===== config.mk =====
export PLATFORM = sky130hd
export DESIGN_NAME = html_char_streamer
export DESIGN_NICKNAME = d
export VERILOG_FILES = /design/src/rtl/html_char_streamer.sv
export SDC_FILE = /design/constraint.sdc
export NUM_CORES = 1
export LEC_CHECK = 0
export CAP_MARGIN = 20
export CORE_MARGIN = 8
export CORE_UTILIZATION = 37
export DETAILED_ROUTE_END_ITERATION = 6
export GPL_ROUTABILITY_DRIVEN = 0
export PLACE_DENSITY_LB_ADDON = 0.25
export SLEW_MARGIN = 20
export SYNTH_ARGS = -nofsm -noshare
export SYNTH_HDL_FRONTEND = slang
export SYNTH_SLANG_ARGS = --single-unit

===== constraint.sdc =====
create_clock -name clock -period 4.4 [get_ports clock]
set_clock_uncertainty 0.2 [all_clocks]
set_input_delay 1.1 -clock clock [delete_from_list [all_inputs] [get_ports clock]]
set_output_delay 1.1 -clock clock [all_outputs]
set_load 0.02 [all_outputs]

===== src/rtl/html_char_streamer.sv =====
// Streams a NUL/length-terminated document out of a synchronous-read ROM
// into the parser's character interface, one char per un-paused cycle.
module html_char_streamer #(
  parameter int ADDR_WIDTH = 12,
  parameter int DOC_LENGTH = 4096,
  parameter int CHAR_WIDTH = 8,
  parameter logic [CHAR_WIDTH-1:0] TERMINATOR = '0
) (
  input  logic                  clock,
  input  logic                  reset,
  input  logic                  start,
  input  logic [ADDR_WIDTH-1:0] doc_base,
  input  logic                  pause,
  output logic [ADDR_WIDTH-1:0] mem_addr,
  input  logic [CHAR_WIDTH-1:0] mem_data,
  output logic [CHAR_WIDTH-1:0] char,
  output logic                  state_enable,
  output logic                  busy,
  output logic                  done,
  output logic [ADDR_WIDTH:0]   char_count
);

  typedef enum logic [1:0] {IDLE, PRIME, STREAM, DONE} state_t;

  localparam logic [ADDR_WIDTH:0] DOC_LEN = (ADDR_WIDTH+1)'(DOC_LENGTH);

  state_t                state_q, state_d;
  logic [ADDR_WIDTH:0]   ptr_q, ptr_d;
  logic [ADDR_WIDTH-1:0] base_q, base_d;
  logic                  head_end;
  logic                  advance;
  logic                  in_stream;

  assign in_stream = (state_q == STREAM);
  assign head_end  = (mem_data == TERMINATOR) || (ptr_q == DOC_LEN);
  assign advance   = in_stream && !pause && !head_end;

  // Look one address ahead on consuming cycles so the ROM's read latency
  // never inserts a bubble between consecutive chars.
  assign mem_addr = base_q + ADDR_WIDTH'(ptr_q + {{ADDR_WIDTH{1'b0}}, advance});

  assign char         = (in_stream && !head_end) ? mem_data : '0;
  assign state_enable = in_stream && !(head_end && !pause);
  assign busy         = (state_q == PRIME) || in_stream;
  assign done         = (state_q == DONE);
  assign char_count   = ptr_q;

  always_comb begin
    state_d = state_q;
    ptr_d   = ptr_q;
    base_d  = base_q;
    case (state_q)
      IDLE, DONE: begin
        if (start) begin
          state_d = PRIME;
          base_d  = doc_base;
          ptr_d   = '0;
        end
      end
      PRIME:  state_d = STREAM;
      STREAM: begin
        if (advance) begin
          ptr_d = ptr_q + (ADDR_WIDTH+1)'(1);
        end else if (!pause) begin
          state_d = DONE;
        end
      end
      default: state_d = IDLE;
    endcase
  end

  always_ff @(posedge clock) begin
    if (reset) begin
      state_q <= IDLE;
      ptr_q   <= '0;
      base_q  <= '0;
    end else begin
      state_q <= state_d;
      ptr_q   <= ptr_d;
      base_q  <= base_d;
    end
  end

endmodule


Word-level counts from Yosys, hierarchy flattened
Index checks and enable logic that the tools add are counted.
{ "classes": {"n_addsub": 3, "mul": 0, "n_div": 0, "order_cmp": 0, "n_eq_ne": 8, "shift": 0, "muxes": 8, "bitwise": 0, "reduce_logical": 17} }
{ "op_table": {"columns": ["op", "n"], "rows": [
  ["$mux 13", 2],
  ["$pmux 13 s2", 1],
  ["$add 13x1->13 const B", 1],
  ["$eq 13x13->1 const B", 1],
  ["$add 12x1->12", 1],
  ["$add 12x12->12", 1],
  ["$logic_not 8->1", 1],
  ["$mux 8", 1],
  ["$ne 2x2->1 const B", 4],
  ["$mux 2", 3],
  ["$pmux 2 s3", 1],
  ["$reduce_and 3->1", 2],
  ["$logic_and 1x1->1", 5],
  ["$eq 2x2->1 const B", 2],
  ["$logic_not 1->1", 3],
  ["$eq 2x1->1 const B", 1],
  ["$logic_not 2->1", 1],
  ["$logic_or 1x1->1", 2],
  ["$reduce_and 2->1", 1],
  ["$reduce_bool 2->1", 1],
  ["$reduce_or 2->1", 1]
]} }
{ "word_totals": {"regBits": 27, "latch_bits": 0, "mem_bits_rw": 0, "romBits": 0, "input_bits": 24, "elab_cells": 39, "mem_count": 0} }

Longest topological paths before layout
{ "logic_depth": {"depth_word": 6, "ltp_mapped": 13, "ltp_nobuf": 13} }

Least setup slack after synthesis
No wires, ideal clock.
{ "synth_timing": {"kind": "input port to output port", "start": "input port mem_data[1]", "end": "output port mem_addr[8]", "t_arrival_ns": 3.348, "t_required_ns": 3.100, "slack_ns": -0.248, "path_stages": 11, "path_cell_list": "nor4_1 a21oi_1 and2_4 nand2_1 fa_1 fa_1 nor2b_1 o21ai_0 a21o_1 a21oi_1 xor2_1"} }
{ "synth_between": {"elab_chain_len": 6} }
{ "synth_lines": {"columns": ["element", "line_no", "rtl"], "rows": [
  ["start: declaration", "15", "input logic [CHAR_WIDTH-1:0] mem_data,"],
  ["$logic_not 8->1", "35", "assign head_end = (mem_data == TERMINATOR) || (ptr_q == DOC_LEN);"],
  ["$logic_or 1x1->1", "35", null],
  ["$logic_not 1->1", "36", "assign advance = in_stream && !pause && !head_end;"],
  ["$logic_and 1x1->1", "36", null],
  ["$add 12x1->12", "40", "assign mem_addr = base_q + ADDR_WIDTH'(ptr_q + {{ADDR_WIDTH{1'b0}}, advance});"],
  ["$add 12x12->12", "40", null],
  ["end: declaration", "14", "output logic [ADDR_WIDTH-1:0] mem_addr,"]
]} }
No other way between the ends.

Worst setup path after layout
{ "layout_timing": {"start": "input port mem_data[3]", "end": "output port mem_addr[8]"} }
The elaborated chain is that of the path after synthesis.

==> results.json <==
{
  "first_global_vias": 2038,
  "synth.yosys.warnings": 0,
  "layout.nets": 381,
  "clockRootBuffer": "clkbuf_8",
  "area_overhead_vs_synth_pct": 50.9,
  "holdBufCountCts": 0,
  "cp.depth": 14,
  "clockBufferDepth": 2,
  "synth.lib_cells_used.distinct": 51,
  "static-leakage-power_nw": 1.26,
  "grt_setup_unrepaired": "yes",
  "synth-async-reset-ratio_pct": 0,
  "tritoncts": "built",
  "drive_gt1_share_pct": 25.4,
  "grt_start_max_net_pins": 17,
  "groute.usage.overall_pct": 14.2,
  "setup_tns_ns": -0.444,
  "cts-buffers-inserted": 3,
  "final_cell_mix": "clkdlybuf4s50_1, nand2_1, buf_4",
  "num_vias": 2114,
  "final_area_sq_mm": 0.00307,
  "reg2reg_depth": 7,
  "synth_area_per_cell_sq_um": 8.04,
  "worstHoldPathCells": 2,
  "ys_seq_elements": 27,
  "ys_seq_area_share_pct": 26.6,
  "reg2reg_from": "state_q[0]$_SDFFE_PP0P_",
  "congestion_overflow_gr": 0,
  "clock_latency_ns": 0.27,
  "cp.buffers_inverters": 3,
  "cts_max_level": 1,
  "cts.sink_count": 27,
  "slew_at_the_pin_with_the_worst_max_slew_slack_ns": 0.775,
  "core_area_sq_mm": 0.00541,
  "category_of_cells_accounting_for_the_largest_share_of_critical_path_delay": "adder cells",
  "design.die.area_sq_mm": 0.00812,
  "highest_ir_drop_seen_on_vdd_v": 0.000179,
  "timing.critical_path.fanout_max": 3,
  "timing.final.setup_violations": 4,
  "slew_headroom_pct": 48.2,
  "most_common_cell_after_layout_fill_and_taps_aside": "clkdlybuf4s50_1",
  "timing.critical_path.slowest_cell_delay_ns": 0.36,
  "power-per-cell-area_mw_per_mm2": 341,
  "port-buffer-count": 59,
  "initialDrtViolationCount": 115,
  "core.rowCount": 27,
  "number_of_enable_type_register_cells_in_the_synthesized_netlist": 0,
  "final-hold-violation-count": 0,
  "path_class": "in2out",
  "drc_errors": 0,
  "min-delay-start": "base_q[10]$_SDFFE_PP0P_",
  "worst_slack_ns": -0.165,
  "die-width_um": 90.1,
  "top_achievable_clock_speed_mhz": 219,
  "setup.worst_path.start": "mem_data[3]",
  "initial_core_util_pct": 37.6,
  "dpl.hpwl_mm": 4.71,
  "violated_checks": "negative setup slack",
  "vias_per_cell": 5.14,
  "timing.hold.worst.class": "reg2reg",
  "fp.dieH_um": 90.1,
  "postLayoutCoreUtil_pct": 56.8,
  "period_share_pct": 104,
  "run_status": "complete, but fails checks",
  "layout.cells.non_filler": 411,
  "boundaryPins": 60,
  "cells_along_the_critical_path": "buf_6, nor4_4, a21oi_2, and2_4, nand2_2, fa_2, fa_2, nor2b_1, o21ai_1, a21o_1, a21oi_2, buf_4, xor2_2, buf_6",
  "dp.cells": 402,
  "avgRoutedWirePerCell_um": 14.6,
  "holdWs_ns": 0.268,
  "syn-num-nets": 294,
  "wire_length_of_the_first_global_routing_pass_mm": 9.85,
  "slew_violations": 0,
  "timing.critical_path.required_ns": 3.10,
  "antenna_found_initial": 0,
  "worst_setup_path_start_kind": "primary input",
  "power_mw": 1.05,
  "max_cap_violations": 0,
  "dp_slack_ns": -1.15,
  "num_antenna_cells": 0,
  "drt_pass1_iterations": 4,
  "crit_path_top_delay_cell": "fa_2",
  "post_synth_instance_area_sq_mm": 0.00203,
  "placed_cell_area_sq_mm": 0.00292,
  "end_kind": "output pin",
  "yosys_most_used_dff": "dfxtp_1",
  "netlist_instances": 253,
  "clk_pin_slew_worst_paths_ns": 0.10,
  "drt_wl_total_mm": 5.98,
  "detail-route-antenna-nets": 0,
  "arrival_time_at_the_worst_endpoint_ns": 3.27,
  "final.min_clock_period_ns": 4.57,
  "fillerInstances": 514
}
==> synthesized netlist by cell type (3+ instances only) <==
cell type  number  share of area (%)
or3_1           8                2.5
o31ai_1         3                1.1
nand2_1        38                7.0
o21ai_0         4               0.98
dfxtp_1        27                 27
ha_1           15                9.2
and3_1          8                2.5
inv_1          20                3.7
clkbuf_1        3               0.55
nor2_1         10                1.8
nand2b_1        6                1.8
a31oi_1         6                1.8
o311ai_2        7                5.6
o21ai_1         3               0.74
nor2b_1         4                1.2
nand3_1        11                2.7
a21oi_1        20                4.9
xnor2_1         7                3.0
nor4_1          3               0.92
nor3_1          8                2.0
xor2_1          3                1.3
==> worst min-delay path, cell delays in order, from the launching register on <==
cell	delay, ns
dfxtp_1	0.32
nand2_1	0.05
a21oi_1	0.05
==> report_power, final <==
part           leakage, nW  internal [mW]  switching, mW
registers            0.220          0.278         0.0196
clock network       0.0217         0.0643         0.0832
logic                 1.02          0.256          0.345
total                 1.26          0.598          0.448
==> routing by layer <==
metal,global-route usage [%],part of all wire (%)
met1,18.3,47
met2,23.7,47
met3,2.83,4.5
met4,3.05,0.85
met5,0,0
==> cell families (layout without fill, tap and decap cells) <==
logic type / count (synthesis) / in the layout / share of synthesized area [%]
compound gates: 57 / 57 / 21.7
xor+xnor: 10 / 10 / 4.31
fa+ha+maj: 17 / 17 / 11.2
buf+inv: 29 / 115 / 6.21
flops: 27 / 27 / 26.6
simple gates: 113 / 113 / 30.0
==> final cells by class <==
class / instances / area [sq um] / area share, %
multi-input combinational: 197 / 1490 / 48.5
timing repair buffer: 90 / 823 / 26.8
sequential: 27 / 541 / 17.6
tap: 72 / 90.1 / 2.94
inverter: 21 / 78.8 / 2.57
clock buffer: 3 / 41.3 / 1.35
clock inverter: 1 / 7.51 / 0.245
==> state kept, by name, summed over array words and instances, names as in the netlist <==
register / flops
base_q: 12
char_count: 13
state_q: 2
==> worst paths after layout <==
path                                end  slack (ns)
min reg2reg     base_q[10]$_SDFFE_PP0P_        0.27
max                         mem_addr[8]       -0.17
min             base_q[10]$_SDFFE_PP0P_        0.27
max reg2reg  char_count[4]$_SDFFE_PP0P_        2.22
==> timing repair <==
| item | CTS | global route |
|---|---|---|
| endpoints found under the setup margin | 12 | 8 |
| endpoints found under the hold margin | 0 | 0 |
| buffers inserted | 3 | 2 |
| pin swaps | 10 | 7 |
| resized for setup | 88 | 16 |
Power figures use the tool's default switching activity.
